===== src/rtl/mem_arb_pkg.sv =====
// Shared types and default sizing for the memory-port arbiter.
package mem_arb_pkg;
  localparam int XLEN_DEF           = 32;
  localparam int ADDR_W_DEF         = 32;
  localparam int STARVE_LIMIT_DEF   = 4;
  localparam int TIMEOUT_CYCLES_DEF = 64;

  typedef enum logic [1:0] {ST_IDLE, ST_ISSUE, ST_WAIT} state_e;
  typedef enum logic [1:0] {OWN_NONE, OWN_IF, OWN_MA} owner_e;
endpackage


===== src/rtl/mem_port_arbiter_if.sv =====
// Requester, memory and status signals of the arbiter; slave = arbiter side.
interface mem_port_arbiter_if #(
  parameter int XLEN   = 32,
  parameter int ADDR_W = 32
);
  logic              if_req;
  logic [ADDR_W-1:0] if_addr;
  logic              if_gnt;
  logic              if_rvalid;
  logic [XLEN-1:0]   if_rdata;
  logic              ma_req;
  logic              ma_we;
  logic [3:0]        ma_be;
  logic [ADDR_W-1:0] ma_addr;
  logic [XLEN-1:0]   ma_wdata;
  logic              ma_gnt;
  logic              ma_rvalid;
  logic [XLEN-1:0]   ma_rdata;
  logic              mem_req;
  logic              mem_we;
  logic [3:0]        mem_be;
  logic [ADDR_W-1:0] mem_addr;
  logic [XLEN-1:0]   mem_wdata;
  logic              mem_ready;
  logic              mem_rvalid;
  logic [XLEN-1:0]   mem_rdata;
  logic              if_stall;
  logic              ma_stall;
  logic              err;

  modport slave (
    input  if_req, if_addr, ma_req, ma_we, ma_be, ma_addr, ma_wdata,
           mem_ready, mem_rvalid, mem_rdata,
    output if_gnt, if_rvalid, if_rdata, ma_gnt, ma_rvalid, ma_rdata,
           mem_req, mem_we, mem_be, mem_addr, mem_wdata, if_stall, ma_stall, err
  );

  modport master (
    output if_req, if_addr, ma_req, ma_we, ma_be, ma_addr, ma_wdata,
           mem_ready, mem_rvalid, mem_rdata,
    input  if_gnt, if_rvalid, if_rdata, ma_gnt, ma_rvalid, ma_rdata,
           mem_req, mem_we, mem_be, mem_addr, mem_wdata, if_stall, ma_stall, err
  );
endinterface


===== src/rtl/arb_watchdog.sv =====
// Loadable up-counter; tc_o pulses while enabled once LIMIT cycles have elapsed since load.
module arb_watchdog #(
  parameter int LIMIT = 64
) (
  input  logic clk,
  input  logic rst_n,
  input  logic load_i,
  input  logic en_i,
  output logic tc_o
);
  localparam int CW = $clog2(LIMIT + 1);

  logic [CW-1:0] cnt_q, cnt_d;

  assign tc_o = en_i & (cnt_q == CW'(LIMIT));

  always_comb begin
    cnt_d = cnt_q;
    if (load_i)            cnt_d = '0;
    else if (en_i && !tc_o) cnt_d = cnt_q + 1'b1;
  end

  always_ff @(posedge clk) begin
    if (!rst_n) cnt_q <= '0;
    else        cnt_q <= cnt_d;
  end
endmodule


===== src/rtl/mem_port_arbiter.sv =====
// Single-outstanding arbiter for fetch vs load/store on one memory port, data-first with
// bounded fetch starvation. Optional watchdog under MEM_ARB_TIMEOUT_EN.
module mem_port_arbiter
  import mem_arb_pkg::*;
#(
  parameter int XLEN           = XLEN_DEF,
  parameter int ADDR_W         = ADDR_W_DEF,
  parameter int STARVE_LIMIT   = STARVE_LIMIT_DEF,
  parameter int TIMEOUT_CYCLES = TIMEOUT_CYCLES_DEF
) (
  input logic               clk,
  input logic               rst_n,
  mem_port_arbiter_if.slave bus
);
  localparam int SW = $clog2(STARVE_LIMIT + 1);
  localparam logic [SW-1:0] LIM = SW'(STARVE_LIMIT);

  state_e            state_q, state_d;
  owner_e            owner_q, owner_d;
  logic [SW-1:0]     starve_q, starve_d;
  logic              if_gnt_q, if_gnt_d, ma_gnt_q, ma_gnt_d;
  logic              we_q, we_d;
  logic [3:0]        be_q, be_d;
  logic [ADDR_W-1:0] addr_q, addr_d;
  logic [XLEN-1:0]   wdata_q, wdata_d;
  logic              tmo, rsp, pick_if;

`ifdef MEM_ARB_TIMEOUT_EN
  arb_watchdog #(.LIMIT(TIMEOUT_CYCLES)) u_wd (
    .clk    (clk),
    .rst_n  (rst_n),
    .load_i (state_q == ST_IDLE),
    .en_i   (state_q != ST_IDLE),
    .tc_o   (tmo)
  );
`else
  logic unused_tmo;
  assign unused_tmo = ^TIMEOUT_CYCLES;
  assign tmo = 1'b0;
`endif

  // Response is only honoured in WAIT; the acceptance cycle is still ISSUE.
  assign rsp     = (state_q == ST_WAIT && bus.mem_rvalid) || tmo;
  assign pick_if = bus.if_req && (!bus.ma_req || starve_q == LIM);

  assign bus.if_gnt    = if_gnt_q;
  assign bus.ma_gnt    = ma_gnt_q;
  assign bus.if_rvalid = rsp && owner_q == OWN_IF;
  assign bus.ma_rvalid = rsp && owner_q == OWN_MA;
  assign bus.if_rdata  = (bus.if_rvalid && !tmo) ? bus.mem_rdata : '0;
  assign bus.ma_rdata  = (bus.ma_rvalid && !tmo) ? bus.mem_rdata : '0;
  assign bus.mem_req   = state_q == ST_ISSUE;
  assign bus.mem_we    = we_q;
  assign bus.mem_be    = be_q;
  assign bus.mem_addr  = addr_q;
  assign bus.mem_wdata = wdata_q;
  assign bus.if_stall  = bus.if_req && !bus.if_rvalid;
  assign bus.ma_stall  = bus.ma_req && !bus.ma_rvalid;
  assign bus.err       = tmo;

  always_comb begin
    state_d  = state_q;
    owner_d  = owner_q;
    starve_d = starve_q;
    if_gnt_d = 1'b0;
    ma_gnt_d = 1'b0;
    we_d     = we_q;
    be_d     = be_q;
    addr_d   = addr_q;
    wdata_d  = wdata_q;
    case (state_q)
      ST_IDLE: begin
        if (bus.if_req || bus.ma_req) begin
          state_d = ST_ISSUE;
          if (pick_if) begin
            owner_d  = OWN_IF;
            if_gnt_d = 1'b1;
            we_d     = 1'b0;
            be_d     = 4'hF;
            addr_d   = bus.if_addr;
            wdata_d  = '0;
            starve_d = '0;
          end else begin
            owner_d  = OWN_MA;
            ma_gnt_d = 1'b1;
            we_d     = bus.ma_we;
            be_d     = bus.ma_be;
            addr_d   = bus.ma_addr;
            wdata_d  = bus.ma_wdata;
            // Only a data grant that overtook a waiting fetch counts against it.
            if (!bus.if_req)         starve_d = '0;
            else if (starve_q != LIM) starve_d = starve_q + 1'b1;
          end
        end
      end
      ST_ISSUE: begin
        if (tmo) begin
          state_d = ST_IDLE;
          owner_d = OWN_NONE;
        end else if (bus.mem_ready) begin
          state_d = ST_WAIT;
        end
      end
      ST_WAIT: begin
        if (rsp) begin
          state_d = ST_IDLE;
          owner_d = OWN_NONE;
        end
      end
      default: state_d = ST_IDLE;
    endcase
  end

  always_ff @(posedge clk) begin
    if (!rst_n) begin
      state_q  <= ST_IDLE;
      owner_q  <= OWN_NONE;
      starve_q <= '0;
      if_gnt_q <= 1'b0;
      ma_gnt_q <= 1'b0;
      we_q     <= 1'b0;
      be_q     <= '0;
      addr_q   <= '0;
      wdata_q  <= '0;
    end else begin
      state_q  <= state_d;
      owner_q  <= owner_d;
      starve_q <= starve_d;
      if_gnt_q <= if_gnt_d;
      ma_gnt_q <= ma_gnt_d;
      we_q     <= we_d;
      be_q     <= be_d;
      addr_q   <= addr_d;
      wdata_q  <= wdata_d;
    end
  end
endmodule


===== src/flat_wrapper.sv =====
// flat-port wrapper written by rule: the top's interface ports become plain ports
module mem_port_arbiter_flat import mem_arb_pkg::*;
#(
  parameter int XLEN           = XLEN_DEF,
  parameter int ADDR_W         = ADDR_W_DEF,
  parameter int STARVE_LIMIT   = STARVE_LIMIT_DEF,
  parameter int TIMEOUT_CYCLES = TIMEOUT_CYCLES_DEF
)
  (clk, rst_n, bus_if_req, bus_if_addr, bus_ma_req, bus_ma_we, bus_ma_be, bus_ma_addr, bus_ma_wdata, bus_mem_ready, bus_mem_rvalid, bus_mem_rdata, bus_if_gnt, bus_if_rvalid, bus_if_rdata, bus_ma_gnt, bus_ma_rvalid, bus_ma_rdata, bus_mem_req, bus_mem_we, bus_mem_be, bus_mem_addr, bus_mem_wdata, bus_if_stall, bus_ma_stall, bus_err);
  mem_port_arbiter_if #(.XLEN(XLEN), .ADDR_W(ADDR_W)) bus_i ();
  input logic clk;
  input logic rst_n;
  input wire logic [$bits(bus_i.if_req)-1:0] bus_if_req;
  input wire logic [$bits(bus_i.if_addr)-1:0] bus_if_addr;
  input wire logic [$bits(bus_i.ma_req)-1:0] bus_ma_req;
  input wire logic [$bits(bus_i.ma_we)-1:0] bus_ma_we;
  input wire logic [$bits(bus_i.ma_be)-1:0] bus_ma_be;
  input wire logic [$bits(bus_i.ma_addr)-1:0] bus_ma_addr;
  input wire logic [$bits(bus_i.ma_wdata)-1:0] bus_ma_wdata;
  input wire logic [$bits(bus_i.mem_ready)-1:0] bus_mem_ready;
  input wire logic [$bits(bus_i.mem_rvalid)-1:0] bus_mem_rvalid;
  input wire logic [$bits(bus_i.mem_rdata)-1:0] bus_mem_rdata;
  output wire logic [$bits(bus_i.if_gnt)-1:0] bus_if_gnt;
  output wire logic [$bits(bus_i.if_rvalid)-1:0] bus_if_rvalid;
  output wire logic [$bits(bus_i.if_rdata)-1:0] bus_if_rdata;
  output wire logic [$bits(bus_i.ma_gnt)-1:0] bus_ma_gnt;
  output wire logic [$bits(bus_i.ma_rvalid)-1:0] bus_ma_rvalid;
  output wire logic [$bits(bus_i.ma_rdata)-1:0] bus_ma_rdata;
  output wire logic [$bits(bus_i.mem_req)-1:0] bus_mem_req;
  output wire logic [$bits(bus_i.mem_we)-1:0] bus_mem_we;
  output wire logic [$bits(bus_i.mem_be)-1:0] bus_mem_be;
  output wire logic [$bits(bus_i.mem_addr)-1:0] bus_mem_addr;
  output wire logic [$bits(bus_i.mem_wdata)-1:0] bus_mem_wdata;
  output wire logic [$bits(bus_i.if_stall)-1:0] bus_if_stall;
  output wire logic [$bits(bus_i.ma_stall)-1:0] bus_ma_stall;
  output wire logic [$bits(bus_i.err)-1:0] bus_err;
  assign bus_i.if_req = bus_if_req;
  assign bus_i.if_addr = bus_if_addr;
  assign bus_i.ma_req = bus_ma_req;
  assign bus_i.ma_we = bus_ma_we;
  assign bus_i.ma_be = bus_ma_be;
  assign bus_i.ma_addr = bus_ma_addr;
  assign bus_i.ma_wdata = bus_ma_wdata;
  assign bus_i.mem_ready = bus_mem_ready;
  assign bus_i.mem_rvalid = bus_mem_rvalid;
  assign bus_i.mem_rdata = bus_mem_rdata;
  assign bus_if_gnt = bus_i.if_gnt;
  assign bus_if_rvalid = bus_i.if_rvalid;
  assign bus_if_rdata = bus_i.if_rdata;
  assign bus_ma_gnt = bus_i.ma_gnt;
  assign bus_ma_rvalid = bus_i.ma_rvalid;
  assign bus_ma_rdata = bus_i.ma_rdata;
  assign bus_mem_req = bus_i.mem_req;
  assign bus_mem_we = bus_i.mem_we;
  assign bus_mem_be = bus_i.mem_be;
  assign bus_mem_addr = bus_i.mem_addr;
  assign bus_mem_wdata = bus_i.mem_wdata;
  assign bus_if_stall = bus_i.if_stall;
  assign bus_ma_stall = bus_i.ma_stall;
  assign bus_err = bus_i.err;
  mem_port_arbiter #(.XLEN(XLEN), .ADDR_W(ADDR_W), .STARVE_LIMIT(STARVE_LIMIT), .TIMEOUT_CYCLES(TIMEOUT_CYCLES)) u_core (.clk(clk), .rst_n(rst_n), .bus(bus_i));
endmodule

===== config.mk =====
export PLATFORM = sky130hd
export DESIGN_NAME = mem_port_arbiter_flat
export DESIGN_NICKNAME = d
export VERILOG_FILES = /design/src/rtl/mem_arb_pkg.sv /design/src/rtl/mem_port_arbiter_if.sv /design/src/rtl/arb_watchdog.sv /design/src/rtl/mem_port_arbiter.sv /design/src/flat_wrapper.sv
export SDC_FILE = /design/constraint.sdc
export NUM_CORES = 1
export LEC_CHECK = 0
export CAP_MARGIN = 25
export CORE_AREA = 2 2 110 112
export CTS_CLUSTER_SIZE = 28
export DETAILED_ROUTE_END_ITERATION = 10
export DIE_AREA = 0 0 112 114
export PLACE_DENSITY = 0.79
export SLEW_MARGIN = 20
export SYNTH_ARGS = -nofsm -noshare
export SYNTH_HDL_FRONTEND = slang
export SYNTH_SLANG_ARGS = --single-unit

===== constraint.sdc =====
create_clock -name clk -period 4.4 [get_ports clk]
set_input_delay 0.66 -clock clk [delete_from_list [all_inputs] [get_ports clk]]
set_output_delay 0.66 -clock clk [all_outputs]
set_load 0.05 [all_outputs]

# --- After elaboration in Yosys (flattened, before gate mapping) ---
# Index checks and enable logic that the tools add are counted.
classes:
  add_sub_neg: 1
  multipliers: 0
  div_mod_pow: 0
  order_cmp: 0
  n_eq_ne: 10
  n_shift: 0
  muxes: 18
  bitwise: 0
  n_reduce_logical: 18
op_table:
  columns: ["op", "count"]
  rows:
  - ["two-way mux 32 bit", 4]
  - ["AND reduction 3 bit", 4]
  - ["two-way mux 2 bit", 5]
  - ["two-way mux 3 bit", 3]
  - ["logical AND 1 bit", 6]
  - ["one-hot mux 2 bit (3 select lines)", 1]
  - ["equality test 2 x 1 -> 1 bit, second input constant", 2]
  - ["equality test 2 bit, second input constant", 2]
  - ["two-way mux 4 bit", 1]
  - ["inequality test 2 x 1 -> 1 bit, second input constant", 2]
  - ["one-hot mux 2 bit (2 select lines)", 1]
  - ["adder 3 x 1 -> 3 bit, second input constant", 1]
  - ["equality test 3 bit, second input constant", 1]
  - ["zero test 1 bit", 3]
  - ["two-way mux 1 bit", 3]
  - ["inequality test 3 x 1 -> 1 bit, second input constant", 1]
  - ["inequality test 3 bit, second input constant", 1]
  - ["zero test 2 bit", 1]
  - ["logical OR 1 bit", 2]
  - ["inequality test 2 bit, second input constant", 1]
  - ["AND reduction 2 bit", 1]
  - ["nonzero test 2 bit", 1]
word_totals:
  ff_bits: 78
  latchBits: 0
  ram_bits: 0
  rom_bits: 0
  inputBits: 139
  output_inout_bits: 141
  word_cells: 56
  memories: 0

# --- Depth between registers and ports, before layout ---
# Gate-level depths: netlist (run 1).
logic_depth:
  ltp_word: 6
  mapped_depth: 7
  ltp_nobuf: 5

# --- Least setup slack after synthesis (run 1) ---
# OpenSTA, ideal clock, no wires.
synth_path:
  kind: "input to output"
  startpoint: "input port bus_mem_rvalid"
  endpoint: "output port bus_if_rdata[11]"
  arrival_time_ns: 1.881
  t_required_ns: 3.740
  path_slack_ns: 1.859
  path_stages: 4
  path_buffers: 1
  cell_sequence: "nand3b_4 > nor3b_2 > buf_2 > and2_1"
synth_via:
  elab_chain_cells: 3
synth_rtl:
  columns: ["element", "line", "text"]
  rows:
  - ["from (decl)", "flat_wrapper.sv:21", "input wire logic [$bits(bus_i.mem_rvalid)-1:0] bus_mem_rvalid;"]
  - ["logical AND 1 bit", "mem_port_arbiter.sv:43", "assign rsp = (state_q == ST_WAIT && bus.mem_rvalid) || tmo;"]
  - ["logical AND 1 bit", "mem_port_arbiter.sv:48", "assign bus.if_rvalid = rsp && owner_q == OWN_IF;"]
  - ["named net bus_if_rvalid", "flat_wrapper.sv:24", "output wire logic [$bits(bus_i.if_rvalid)-1:0] bus_if_rvalid;"]
  - ["two-way mux 32 bit", "mem_port_arbiter.sv:50", "assign bus.if_rdata = (bus.if_rvalid && !tmo) ? bus.mem_rdata : '0;"]
  - ["to (decl)", "flat_wrapper.sv:25", "output wire logic [$bits(bus_i.if_rdata)-1:0] bus_if_rdata;"]
# The timed path passes the listed nets, and every way through them passes these cells.

# --- Final worst setup path (run 1) ---
layout_path:
  startpoint: "input port bus_mem_rvalid"
  endpoint: "output port bus_if_rdata[21]"
layout_via:
  elab_chain_cells: 3
layout_rtl:
  columns: ["element", "line"]
  rows:
  - ["logical AND 1 bit", "mem_port_arbiter.sv:43"]
  - ["logical AND 1 bit", "mem_port_arbiter.sv:48"]
  - ["two-way mux 32 bit", "mem_port_arbiter.sv:50"]
# Every way passes these cells.

==> impl_metrics.yaml, run 1 <==
clock_tree:
  cts_tree: "built"
  postCtsHoldBufs: 0
  clkSlewWorstSetupHoldPaths_ns: 0.06
  htreeDepth: 3
  clockBufferDepth: 2
  cts_resized: 0
  cts_buffers: 9
  cts_setup_buffers: 0
  cts_root_buffer: "clkbuf_16"
  clock_latency_ns: 0.33
  cts_sinks: 78
route:
  wire_per_inst_um: 17.1
  drt_wl_total_um: 13600
  firstDrtPassIters: 4
  vias: 4089
  drtIter0Drc: 191
  drc: 0
  ant_nets: 0
  via_per_inst: 5.12
worst_setup_path:
  cp_slowest_cell: "clkdlybuf4s50_1"
  required_ns: 3.74
  critPathCaptureType: "output pin"
  cp_slowest_stage_delay_ns: 0.80
  path_common_cell: "clkdlybuf4s50_1"
  cp.arrival_ns: 2.75
  startpoint_type: "primary input"
  path_class: "primary input to output pin"
  path_delay_family: "buffers and inverters"
  crit_path_max_fanout: 34
  path_cells: "clkdlybuf4s50_1 -> nand3b_4 -> nor3b_2 -> buf_4 -> and2_1 -> clkdlybuf4s50_1"
  critPathBufInv: 3
finish:
  nNetsFinal: 787
  n_fill_cell: 1045
  drive_gt1_share_pct: 10.9
  seq_area_mm2: 0.00156
  multi_input_area_mm2: 0.00178
  area_delta_synth_final_pct: 83.5
floorplan:
  start_util_pct: 30.7
  core_mm2: 0.0117
  rows: 40
  io_pins: 280
  fp.dieH_um: 114
  die_w_um: 112
  dieArea_mm2: 0.0128
sta:
  fin_crit_sh_pct: 77.4
  clock_skew_ns: 0.00950
  tightest_slew_ns: 1.03
  final_hold_viol_count: 0
  setup_violations: 0
  max_freq_ghz: 0.294
  finalMaxSlewViolations: 0
  worst_slack_ns: 0.993
  finalCriticalPeriod_ns: 3.41
  grt_setup_unrepaired: "no"
  fin_tns_setup_ns: 0
  relSlewSlack_pct: 31.2
placed_design:
  gp_congestion: 0.810
  dp_hpwl_um: 10200
  io_buffers: 278
  place_ws_ns: 0.997
yosys:
  synthArstFlopShare_pct: 0
  syn_avg_cell_area_um2: 9.13
  seq_area_frac_synth_pct: 43.4
  synthFlopType: "dfxtp_1"
  synthCells: 394
  syn_area_mm2: 0.00360
  yosysWarnings: 0
  synth_seq_cells: 78
  ys_types: 37
  syn-num-nets: 535
  synth_edf_count: 0
grt:
  grt_pass1_vias: 4034
  track_usage_pct: 20.3
  grt_max_degree: 70
  busiest_layer: "met2"
  met3_usage_pct: 6.38
  grt_util_met2_pct: 37.3
  grt_pass1_wl_um: 20800
  antenna_found_initial: 1
  overflow: 0
  grt.met1_usage_pct: 21.5
power_and_ir_drop:
  ir_worst_vdd_uv: 235
  cellLeakagePower_nw: 2.56
  power_density_mw_per_mm2: 328
min_path:
  hold_class: "register to register"
run_status:
  status: "finished clean"
job:
  drv_cap: 0
==> final cells by class <==
type                            count  area share, %
Antenna cell                        1         0.0379
Clock buffer                        9           3.41
Sequential cell                    78           23.7
Multi-Input combinational cell    269           27.0
Timing Repair Buffer              285           41.7
Clock inverter                      7           1.21
Inverter                            3          0.171
Tap cell                          147           2.79
==> cells in the final DEF, fill, tap and decap left out, types with 3 or more instances in the layout <==
master / instances
clkdlybuf4s50_1: 243
dfxtp_1: 78
and2_1: 65
nand2_1: 43
buf_4: 40
a22o_1: 33
nand4_1: 24
o211ai_1: 21
o221ai_1: 21
o21ai_0: 14
a31oi_1: 11
clkbuf_16: 9
nor2b_1: 4
nor2_1: 4
o221a_2: 4
nand3_1: 3
a21oi_1: 3
==> synthesized netlist by cell type, types with 3 or more instances <==
| master | n | area share [%] |
|---|---|---|
| nor2_1 | 5 | 0.52 |
| buf_2 | 15 | 2.1 |
| and2_1 | 65 | 11 |
| a22o_1 | 33 | 8.0 |
| o221ai_1 | 21 | 5.1 |
| nand2_1 | 43 | 4.5 |
| dfxtp_1 | 78 | 43 |
| a21oi_1 | 3 | 0.42 |
| clkbuf_1 | 17 | 1.8 |
| o211ai_1 | 21 | 4.4 |
| nor2b_1 | 4 | 0.70 |
| buf_6 | 7 | 2.2 |
| nand3_1 | 3 | 0.42 |
| o221a_2 | 4 | 1.3 |
| o21ai_0 | 14 | 1.9 |
| nand4_1 | 24 | 4.2 |
| a31oi_1 | 11 | 1.9 |
==> path summary, 6_finish.rpt <==
check / slack (ns) / to / startpoint / cells past startpoint
worst max-delay path: 0.99 / bus_if_rdata[21] / bus_mem_rvalid / 6
worst min-delay path: 0.48 / u_core.bus.mem_wdata[28] / u_core.bus.mem_wdata[28] / 1
worst max register to register: 1.62 / u_core.bus.mem_addr[21] / u_core.state_q[1] / 3
worst min register to register: 0.48 / u_core.bus.mem_wdata[28] / u_core.bus.mem_wdata[28] / 1
==> sequential cells by signal, indices dropped and copies added, names as in the netlist <==
name                  cells
u_core.bus.mem_wdata     32
u_core.bus.ma_gnt         1
u_core.owner_q            2
u_core.bus.mem_we         1
u_core.state_q            2
u_core.bus.mem_be         4
u_core.starve_q           3
u_core.bus.mem_addr      32
u_core.bus.if_gnt         1
==> report_power, final <==
part / switching, mW / leakage [nW] / internal, mW
logic: 0.358 / 1.77 / 0.255
registers: 0.0317 / 0.641 / 0.764
clock network: 0.311 / 0.148 / 0.447
total: 0.701 / 2.56 / 1.47
==> routing by layer <==
metal | vias up | wire length [µm]
met1 | 1903 | 4990
met2 | 207 | 7140
met5 | - | 0
met4 | 0 | 372
met3 | 26 | 1120
li1 | 1953 | -
==> cell families (layout without fill, tap and decap cells) <==
| family | after synthesis | after routing | share of synthesized area [%] |
|---|---|---|---|
| compound gates | 114 | 114 | 24.7 |
| fa+ha+maj | 2 | 2 | 0.696 |
| buf+inv | 47 | 304 | 7.13 |
| flops | 78 | 78 | 43.4 |
| other cells | 1 | 2 | 0.104 |
| simple gates | 152 | 152 | 24.0 |
==> stage by stage <==
step,instance area [µm²],utilization (%),power (mW),cells,hold slack (ns)
after detailed placement,6290,53.7,1.42,782,0.462
after CTS,6600,56.3,2.19,798,0.482
after floorplan,3600,-,1.15,394,0.466
after global placement,6270,53.6,1.41,781,0.461
after global routing,6600,56.3,2.25,799,0.498
final,6600,56.3,2.17,799,0.479
==> worst reg2reg max path: cells and delay by family, from the launching register on <==
kind | cells | cell delay [ns]
AOI/OAI and AO/OA | 1 | 0.50
and+or+nand+nor | 2 | 1.82
DFF | 1 | 0.37
Note: power is estimated with default switching activity, not from simulation.
==> run 2: changes to the inputs <==
CORE_AREA = default   (was 2 2 110 112)
CORE_ASPECT_RATIO = 1.4   (was default)
CORE_UTILIZATION = 30   (was default)
DIE_AREA = default   (was 0 0 112 114)
clock period = 3.07 ns   (was 4.4 ns; I/O delays follow)
==> run 2 against run 1 <==
Global-route usage grew 5.3 points. Register-to-register slack got worse by 0.39 ns. Combinational power rose by 48%. Sequential share of layout area decreased by 2.5 points.
==> impl_metrics.yaml, run 2 (synthesized netlist as in run 1, its figures left out) <==
run_status:
  status: "finished clean"
sta:
  finalCriticalPeriod_ns: 2.46
  clock_skew_ns: 0.0115
  final_hold_viol_count: 0
  relSlewSlack_pct: 56.1
  tightest_slew_ns: 0.657
  max_freq_ghz: 0.407
  setup_violations: 0
  fin_crit_sh_pct: 80.1
  worst_slack_ns: 0.612
  grt_setup_unrepaired: "no"
  fin_tns_setup_ns: 0
  finalMaxSlewViolations: 0
clock_tree:
  clock_latency_ns: 0.34
  clockBufferDepth: 2
  cts_tree: "built"
  postCtsHoldBufs: 0
  cts_buffers: 9
  htreeDepth: 3
  cts_sinks: 78
  cts_root_buffer: "clkbuf_16"
  clkSlewWorstSetupHoldPaths_ns: 0.06
  cts_setup_buffers: 0
  cts_resized: 0
floorplan:
  rows: 46
  dieArea_mm2: 0.0124
  die_w_um: 94.5
  start_util_pct: 31.2
  io_pins: 280
  core_mm2: 0.0115
  fp.dieH_um: 132
placed_design:
  dp_hpwl_um: 12900
  io_buffers: 278
  dp_cells: 785
  place_ws_ns: 0.617
  gp_congestion: 0.806
grt:
  grt_pass1_wl_um: 23700
  grt_pass1_vias: 4177
  overflow: 0
  antenna_found_initial: 7
  grt_max_degree: 53
  track_usage_pct: 25.5
worst_setup_path:
  critPathCaptureType: "output pin"
  path_class: "primary input to output pin"
  cp_slowest_stage_delay_ns: 0.53
  path_cells: "clkdlybuf4s50_1 -> nand3b_4 -> nor3b_2 -> buf_4 -> and2_1 -> buf_12"
  cp_slowest_cell: "clkdlybuf4s50_1"
  startpoint_type: "primary input"
  crit_path_max_fanout: 34
  path_delay_family: "buffers and inverters"
  cp.arrival_ns: 2.00
  required_ns: 2.61
  critPathBufInv: 3
job:
  drv_cap: 0
finish:
  final_core_util_pct: 64.2
  area_delta_synth_final_pct: 105
  nNetsFinal: 793
  drive_gt1_share_pct: 16.7
  layout.cells.non_filler: 805
  final_cell_mix: "clkdlybuf4s50_1, dfxtp_1, buf_12, and2_1, nand2_1"
  final_common_cell: "clkdlybuf4s50_1"
route:
  drtIter0Drc: 280
  via_per_inst: 5.25
  drt_wl_total_um: 16200
  vias: 4227
  wire_per_inst_um: 20.1
  firstDrtPassIters: 4
  ant_nets: 0
  drc: 0
power_and_ir_drop:
  power_density_mw_per_mm2: 420
  ir_worst_vdd_uv: 346
  p_total_mw: 3.11
  cellLeakagePower_nw: 2.83
min_path:
  hold_class: "register to register"
[run 2: changes by cell type in the layout (fill, tap and decap cells not counted), sizes merged]
cell           previous run  this run
buf                      42        82
clkdlybuf4s50           243       209
diode                     1         4
bufinv                    1         0
inv                       6         7
[run 2: metal layers]
| layer | vias up | GRT usage [%] | part of all wire (%) |
|---|---|---|---|
| met5 | - | 0 | 0.23 |
| met4 | 6 | 12.1 | 3.9 |
| met3 | 39 | 11.9 | 11 |
| met2 | 224 | 45.5 | 51 |
| met1 | 1989 | 24.1 | 33 |
| li1 | 1969 | - | - |
[run 2: worst paths after layout]
path,start,to,slack [ns],cells past startpoint
worst max-delay path,bus_mem_rvalid,bus_if_rdata[29],0.61,6
worst min-delay path,u_core.bus.mem_wdata[18],u_core.bus.mem_wdata[18],0.48,1
worst max register to register,u_core.state_q[1],u_core.bus.mem_wdata[23],1.23,5
worst min register to register,u_core.bus.mem_wdata[18],u_core.bus.mem_wdata[18],0.48,1
[run 2: area by class of cell]
cell class,count,area [µm²]
clock buffer,9,225
multi-input combinational,269,1780
fill,956,4120
inverter,3,11.3
clock inverter,7,75.1
sequential,78,1560
tap,144,180
antenna,4,10.0
timing repair buffer,291,3550
[run 2: where the power goes]
part           switching [mW]  internal, mW  total, mW
Combinational           0.527         0.379      0.906
Sequential             0.0466          1.09       1.14
Clock                   0.484         0.576       1.06
[run 2: stage by stage]
step	instance area, µm²	hold slack (ns)
floorplan	3600	0.466
global placement	7050	0.462
detailed placement	7080	0.465
CTS	7380	0.482
global route	7390	0.503
finish	7390	0.477
